===== src/rtl/alu_if.sv =====
// Operation request/response bundle between a controller and alu_unit.
interface alu_if #(
    parameter int unsigned WIDTH = 32
);
    logic             start;
    logic [3:0]       alu_ctrl;
    logic [WIDTH-1:0] a;
    logic [WIDTH-1:0] b;
    logic [WIDTH-1:0] result;
    logic             zero;
    logic             done;
    logic             busy;

    modport master (
        output start, alu_ctrl, a, b,
        input  result, zero, done, busy
    );

    modport slave (
        input  start, alu_ctrl, a, b,
        output result, zero, done, busy
    );
endinterface


===== src/rtl/alu_unit.sv =====
// Single-cycle AND/OR/ADD/SUB plus a WIDTH-cycle shift-add multiplier.
module alu_unit #(
    parameter int unsigned WIDTH = 32
) (
    input logic  clk,
    input logic  reset,
    alu_if.slave bus
);
    localparam int unsigned CntW = $clog2(WIDTH + 1);
    localparam logic [CntW-1:0] LastIter = CntW'(WIDTH - 1);

    typedef enum logic [0:0] {StIdle, StMul} state_e;

    state_e           state_q, state_d;
    logic [WIDTH-1:0] result_q, result_d;
    logic             done_q, done_d;
    logic [WIDTH-1:0] mcand_q, mcand_d;
    logic [WIDTH-1:0] mplier_q, mplier_d;
    logic [WIDTH-1:0] acc_q, acc_d;
    logic [CntW-1:0]  cnt_q, cnt_d;
    logic [WIDTH-1:0] acc_sum;

    always_comb begin
        state_d  = state_q;
        result_d = result_q;
        done_d   = 1'b0;
        mcand_d  = mcand_q;
        mplier_d = mplier_q;
        acc_d    = acc_q;
        cnt_d    = cnt_q;
        acc_sum  = acc_q + (mplier_q[0] ? mcand_q : '0);
        unique case (state_q)
            StIdle: begin
                if (bus.start) begin
                    done_d = 1'b1;
                    case (bus.alu_ctrl)
                        4'b0000: result_d = bus.a & bus.b;
                        4'b0001: result_d = bus.a | bus.b;
                        4'b0010: result_d = bus.a + bus.b;
                        4'b0011: result_d = bus.a - bus.b;
                        4'b0100: begin
                            done_d   = 1'b0;
                            mcand_d  = bus.a;
                            mplier_d = bus.b;
                            acc_d    = '0;
                            cnt_d    = '0;
                            state_d  = StMul;
                        end
                        default: result_d = '0;
                    endcase
                end
            end
            StMul: begin
                acc_d    = acc_sum;
                mcand_d  = mcand_q << 1;
                mplier_d = mplier_q >> 1;
                cnt_d    = cnt_q + CntW'(1);
                // Final iteration: the sum just formed is the full product.
                if (cnt_q == LastIter) begin
                    result_d = acc_sum;
                    done_d   = 1'b1;
                    state_d  = StIdle;
                end
            end
            default: state_d = StIdle;
        endcase
    end

    always_ff @(posedge clk) begin
        if (reset) begin
            state_q  <= StIdle;
            result_q <= '0;
            done_q   <= 1'b0;
            mcand_q  <= '0;
            mplier_q <= '0;
            acc_q    <= '0;
            cnt_q    <= '0;
        end else begin
            state_q  <= state_d;
            result_q <= result_d;
            done_q   <= done_d;
            mcand_q  <= mcand_d;
            mplier_q <= mplier_d;
            acc_q    <= acc_d;
            cnt_q    <= cnt_d;
        end
    end

    assign bus.result = result_q;
    assign bus.zero   = (result_q == '0);
    assign bus.done   = done_q;
    assign bus.busy   = (state_q == StMul);
endmodule


===== src/flat_wrapper.sv =====
// flat-port wrapper written by rule: the top's interface ports become plain ports
module alu_unit_flat 
#(
    parameter int unsigned WIDTH = 32
)
  (clk, reset, bus_start, bus_alu_ctrl, bus_a, bus_b, bus_result, bus_zero, bus_done, bus_busy);
  alu_if #(.WIDTH(WIDTH)) bus_i ();
  input logic clk;
  input logic reset;
  input wire logic [$bits(bus_i.start)-1:0] bus_start;
  input wire logic [$bits(bus_i.alu_ctrl)-1:0] bus_alu_ctrl;
  input wire logic [$bits(bus_i.a)-1:0] bus_a;
  input wire logic [$bits(bus_i.b)-1:0] bus_b;
  output wire logic [$bits(bus_i.result)-1:0] bus_result;
  output wire logic [$bits(bus_i.zero)-1:0] bus_zero;
  output wire logic [$bits(bus_i.done)-1:0] bus_done;
  output wire logic [$bits(bus_i.busy)-1:0] bus_busy;
  assign bus_i.start = bus_start;
  assign bus_i.alu_ctrl = bus_alu_ctrl;
  assign bus_i.a = bus_a;
  assign bus_i.b = bus_b;
  assign bus_result = bus_i.result;
  assign bus_zero = bus_i.zero;
  assign bus_done = bus_i.done;
  assign bus_busy = bus_i.busy;
  alu_unit #(.WIDTH(WIDTH)) u_core (.clk(clk), .reset(reset), .bus(bus_i));
endmodule

===== config.mk =====
export PLATFORM = sky130hd
export DESIGN_NAME = alu_unit_flat
export DESIGN_NICKNAME = d
export VERILOG_FILES = /design/src/rtl/alu_if.sv /design/src/rtl/alu_unit.sv /design/src/flat_wrapper.sv
export SDC_FILE = /design/constraint.sdc
export NUM_CORES = 1
export LEC_CHECK = 0
export CORE_MARGIN = 8
export CORE_UTILIZATION = 24
export DETAILED_ROUTE_END_ITERATION = 10
export GPL_TIMING_DRIVEN = 0
export PLACE_DENSITY_LB_ADDON = 0.15
export SYNTH_ARGS = -nofsm -noshare
export SYNTH_HDL_FRONTEND = slang
export SYNTH_SLANG_ARGS = --single-unit

===== constraint.sdc =====
create_clock -name clk -period 9.13 [get_ports clk]
set_input_delay 1.826 -clock clk [delete_from_list [all_inputs] [get_ports clk]]
set_output_delay 1.826 -clock clk [all_outputs]
set_load 0.01 [all_outputs]

# Word-level counts from Yosys, hierarchy flattened
# Index checks and enable logic that the tools add are counted.
[totals] out_inout_bits=35 latch_bits=0 n_memories=0 rom_bits=0 ram_bits=0 regBits=136 elab_cells=52 in_bits=71
[classes] order_cmp=0 addsub=4 multipliers=0 n_div=0 eq_ne=9 mux=25 n_shift=0 n_bitwise=3 n_reduce_logical=4
[op_table] operator="2-to-1 mux 32 bit" n=9
[op_table] operator="case mux 32 bit (2 select lines)" n=4
[op_table] operator="case mux 32 bit (5 select lines)" n=1
[op_table] operator="adder 32 bit" n=2
[op_table] operator="AND 32 bit" n=1
[op_table] operator="logical NOT 32 bit" n=1
[op_table] operator="bitwise OR 32 bit" n=1
[op_table] operator="subtractor 32 bit" n=1
[op_table] operator="2-to-1 mux 6 bit" n=2
[op_table] operator="case mux 6 bit (2 select lines)" n=1
[op_table] operator="equality test 4 x 2 -> 1 bit (second input constant)" n=2
[op_table] operator="inequality test 2 bit (second input constant)" n=4
[op_table] operator="adder 6 x 1 -> 6 bit (second input constant)" n=1
[op_table] operator="equality test 6 x 5 -> 1 bit (second input constant)" n=1
[op_table] operator="2-to-1 mux 1 bit" n=6
[op_table] operator="equality test 4 x 1 -> 1 bit (second input constant)" n=1
[op_table] operator="equality test 4 x 3 -> 1 bit (second input constant)" n=1
[op_table] operator="logical NOT 4 bit" n=1
[op_table] operator="case mux 1 bit (2 select lines)" n=2
[op_table] operator="AND reduction 3 bit" n=1
[op_table] operator="AND reduction 2 bit" n=1
[op_table] operator="inverter 1 bit" n=1

# Depth between registers and ports, before layout
[logic_depth] depth_word=4 depth_mapped=20 depth_no_buf=19

# Least setup slack after synthesis
# OpenSTA, ideal clock, no wires.
[synth_path] path_kind="input to register" start="input bus_b[10]" end="register u_core.result_q[30], in the netlist u_core.bus.result[30]" arrival_ns=5.298 setup_slack_ns=3.746 t_required_ns=9.044 setup_ns=0.086 path_stages=16 cell_sequence="or4_4 > nor4_4 > nand2_1 > o21ai_0 > xor2_1 > ha_1 > buf_2 > a21o_1 > a21o_1 > a21oi_1 > o21ai_0 > or4b_4 > a32oi_1 > mux2i_1 > a221oi_2 > a211oi_1"
[synth_via] elab_chain_len=4
[synth_lines] element="start: declaration" line="flat_wrapper.sv:13" text="input wire logic [$bits(bus_i.b)-1:0] bus_b;"
[synth_lines] element="subtractor 32 bit / adder 32 bit (equally long branches)" line="alu_unit.sv:40, alu_unit.sv:39"
[synth_lines] element="case mux 32 bit (5 select lines) *" line="alu_unit.sv:36" text="case (bus.alu_ctrl)"
[synth_lines] element="2-to-1 mux 32 bit *" line="alu_unit.sv:34" text="if (bus.start) begin"
[synth_lines] element="case mux 32 bit (2 select lines) *" line="alu_unit.sv:32" text="unique case (state_q)"
[synth_lines] element="end signal: assignment" line="alu_unit.sv:80" text="result_q <= result_d;"
[synth_lines] element="end: declaration" line="alu_unit.sv:15" text="logic [WIDTH-1:0] result_q, result_d;"
# Every way passes the cells marked *; elsewhere a longest branch is shown, timed or not. The select of a mux whose other input is x is not followed.
# A chain may end at the register's enable or synchronous reset.

# Worst setup path after layout
[layout_path] start="input bus_alu_ctrl[3]" end="register u_core.result_q[25], in the netlist u_core.bus.result[25]"
[layout_via] elab_chain_len=4
[layout_lines] element="start: declaration" line="flat_wrapper.sv:11" text="input wire logic [$bits(bus_i.alu_ctrl)-1:0] bus_alu_ctrl;"
[layout_lines] element="equality test 4 x 3 -> 1 bit, or another cell as far along" line="alu_unit.sv:36"
[layout_lines] element="case mux 32 bit (5 select lines)" line="alu_unit.sv:36"
[layout_lines] element="2-to-1 mux 32 bit" line="alu_unit.sv:34"
[layout_lines] element="case mux 32 bit (2 select lines)" line="alu_unit.sv:32"
# Several ways; a longest one is shown, not always the timed one. The select of a mux whose other input is x is not followed.

==> qor.yml <==
drt:
  finalWirelength_mm: 47.4
  via_per_inst: 5.15
  drc: 0
  drt-pass1-iter-count: 7
  ant_nets: 0
  routedWlPerCell_um: 22.3
  drt_iter0_drc: 780
  vias: 11000
floorplanning:
  rows: 77
  die_area_um2: 51500
  die_h_um: 227
  start_util: 0.242
  die_x_um: 227
  pin_count: 106
  core_area_um2: 44000
yosys:
  postSynthCellCount: 1402
  ys_ff_latch: 136
  async_flop_share: 0
  synth_edf_count: 0
  seq_area_frac_synth: 0.255
  syn_area_um2: 10700
  synthDistinctLibCells: 78
  synth_nets: 1541
  yosysWarnings: 0
  syn_avg_cell_area_um2: 7.61
  synth_flop_cell: "dfxtp_1"
timing:
  rsz0062_at_grt: "false"
  hold-worst-slack_ns: 0.464
  fin_crit_sh: 0.770
  setup_viol: 0
  skew_ns: 0.0135
  worst_pin_slew_ns: 1.21
  drv_slew: 0
  tns_ns: 0
  fin_crit_ns: 7.03
  relSlewSlack: 0.180
  hold_violations: 0
  fmax_mhz: 142
layout:
  final_cell_mix: "241 x nor2_1, 156 x a21oi_1, 136 x dfxtp_1"
  final_nets: 1663
  fillers: 4800
  diodes: 0
  final_area_um2: 13000
  drive_above_1_share: 0.0449
  layout_commonest_cell: "nor2_1"
  area_growth_pct: 22.3
critical_path:
  path_buf_inv: 4
  end_kind: "flop"
  cpPeakStageDelay_ns: 0.60
  cp.required_ns: 9.41
  worstSetupPathType: "in -> reg"
  start_kind: "input pin"
  slowest_stage: "a222oi_1"
  arrival_ns: 7.32
  cp_common_cell: "o31a_1"
  critical_path.top_delay_family: "compound AO/OA/AOI/OAI gates"
  rrSetupSlack_ns: 5.14
  crit_chain: "clkdlybuf4s50_1 > nor2_1 > and2_1 > buf_6 > nand2_1 > clkbuf_1 > o21ai_0 > inv_1 > ha_1 > nor2b_1 > o31a_1 > o31a_1 > a2111oi_2 > o21ai_1 > xor2_1 > a222oi_1 > a2bb2oi_1 > a211oi_1"
  path_max_fanout: 10
power:
  ir_drop_mv: 0.138
  power_density_nw_per_um2: 134
  power_leakage_nw: 5.64
clocking:
  cts_buffers: 17
  tritoncts: "done"
  root_buffer: "clkbuf_16"
  clock_sinks: 136
  cts.path.max_buffers: 2
  hold_buffers: 0
  postCtsSetupBuffers: 0
  htreeDepth: 4
  clk_latency_ns: 0.45
  ctsResizeCount: 0
  clkTransAtPathRegs_ns: 0.06
grt:
  grt_pass1_vias: 10800
  grt_first_pass_wirelength_mm: 69.5
  grt-ovfl-total: 0
  antenna_found_initial: 1
  grt_max_degree: 17
  grt.total_usage: 0.182
min_path:
  hp-class: "reg -> reg"
placement:
  hpwlAfterDp_mm: 38.2
  place_area_um2: 12400
  port_buffers: 102
  globalplace.congestion: 0.938
job:
  max-cap-violations: 0
outcome:
  status: "finished clean"
==> report_power, final <==
part           switching, mW  leakage, nW  total [mW]  internal (mW)
clock network          0.316        0.284       0.737          0.421
logic                  0.240         4.25       0.395          0.155
registers             0.0125         1.10       0.619          0.607
total                  0.569         5.64        1.75           1.18
==> final cells by class <==
cell class	instances	area, um2	share of cell area
multi-input cells	1154	7500	0.575
flip-flops and latches	136	2720	0.209
repair buffers	103	1030	0.0791
well taps	592	741	0.0568
clock buffers	20	457	0.0350
plain buffers	85	353	0.0270
clock inverters	12	140	0.0107
inverters	27	101	0.00777
==> cell families (layout without fill, tap and decap cells) <==
| logic type | Yosys count | after routing | share of synthesized area |
|---|---|---|---|
| buffers and inverters | 112 | 247 | 0.0426 |
| XOR/XNOR | 78 | 78 | 0.0640 |
| AND/OR/NAND/NOR | 500 | 500 | 0.216 |
| flip-flops | 136 | 136 | 0.255 |
| AO/OA/AOI/OAI | 444 | 444 | 0.281 |
| adder cells (fa/ha/maj) | 68 | 68 | 0.0811 |
| multiplexers | 64 | 64 | 0.0600 |
==> registers in the layout (all words and copies together), names as in the netlist <==
register / count
u_core.acc_q: 32
u_core.bus.result: 32
u_core.mcand_q: 32
u_core.mplier_q: 32
u_core.cnt_q: 6
u_core.bus.busy: 1
u_core.bus.done: 1
==> through the flow <==
step                      setup slack [ns]  instances  total power [mW]  utilization
after floorplan                       3.75       1402             0.854            -
after global routing                  1.86       2129              1.82        0.296
after detailed placement              1.69       2097              1.02        0.283
after CTS                             2.11       2129              1.76        0.296
final                                 2.10       2129              1.75        0.296
after global placement                1.71       2096              1.02        0.282
==> synth_stat cells, drive strengths merged, types with 6 or more instances <==
master,count,share of area
clkbuf,55,0.019
o21bai,10,0.0070
o31ai,10,0.0083
nor4,12,0.0084
and3,8,0.0047
o21a,12,0.0084
nor2b,10,0.0059
nand2,95,0.033
a221oi,10,0.011
nand4,11,0.0079
nor3,31,0.015
o21ai,57,0.027
a21oi,156,0.073
a222oi,14,0.013
ha,66,0.077
xor2,33,0.027
a22oi,24,0.017
a31oi,7,0.0047
mux2i,64,0.060
a211oi,18,0.013
or2,6,0.0035
nor2,241,0.085
a2111oi,7,0.0082
inv,27,0.0095
buf,30,0.014
a21o,61,0.043
a311oi,8,0.0066
nand3,22,0.010
xnor2,45,0.037
dfxtp,136,0.26
o211ai,12,0.0084
and2,36,0.021
==> worst register-to-register path, cell delays in order (launching register included) <==
cell and delay, ns:
dfxtp_1 0.42, clkbuf_1 0.23, and2_1 0.18, ha_1 0.21, fa_1 0.44, a21oi_1 0.24, o21bai_1 0.15, a211o_1 0.39
a221oi_4 0.50, o221ai_1 0.25, nor2_1 0.19, xnor2_1 0.17, a221oi_2 0.37, a211oi_1 0.12
==> layer usage <==
metal | wire length, um | track usage
met3 | 2620 | 0.0350
met4 | 1030 | 0.0542
met5 | 0 | 0
met2 | 22700 | 0.313
met1 | 21000 | 0.228
==> final timing paths <==
check                                         from                    end  depth (start not counted)
worst max register to register  u_core.mplier_q[0]  u_core.bus.result[30]                         13
worst min-delay path              u_core.acc_q[29]       u_core.acc_q[29]                          2
worst max-delay path               bus_alu_ctrl[3]  u_core.bus.result[25]                         18
worst min register to register    u_core.acc_q[29]       u_core.acc_q[29]                          2
Note: power is estimated with default switching activity, not from simulation.
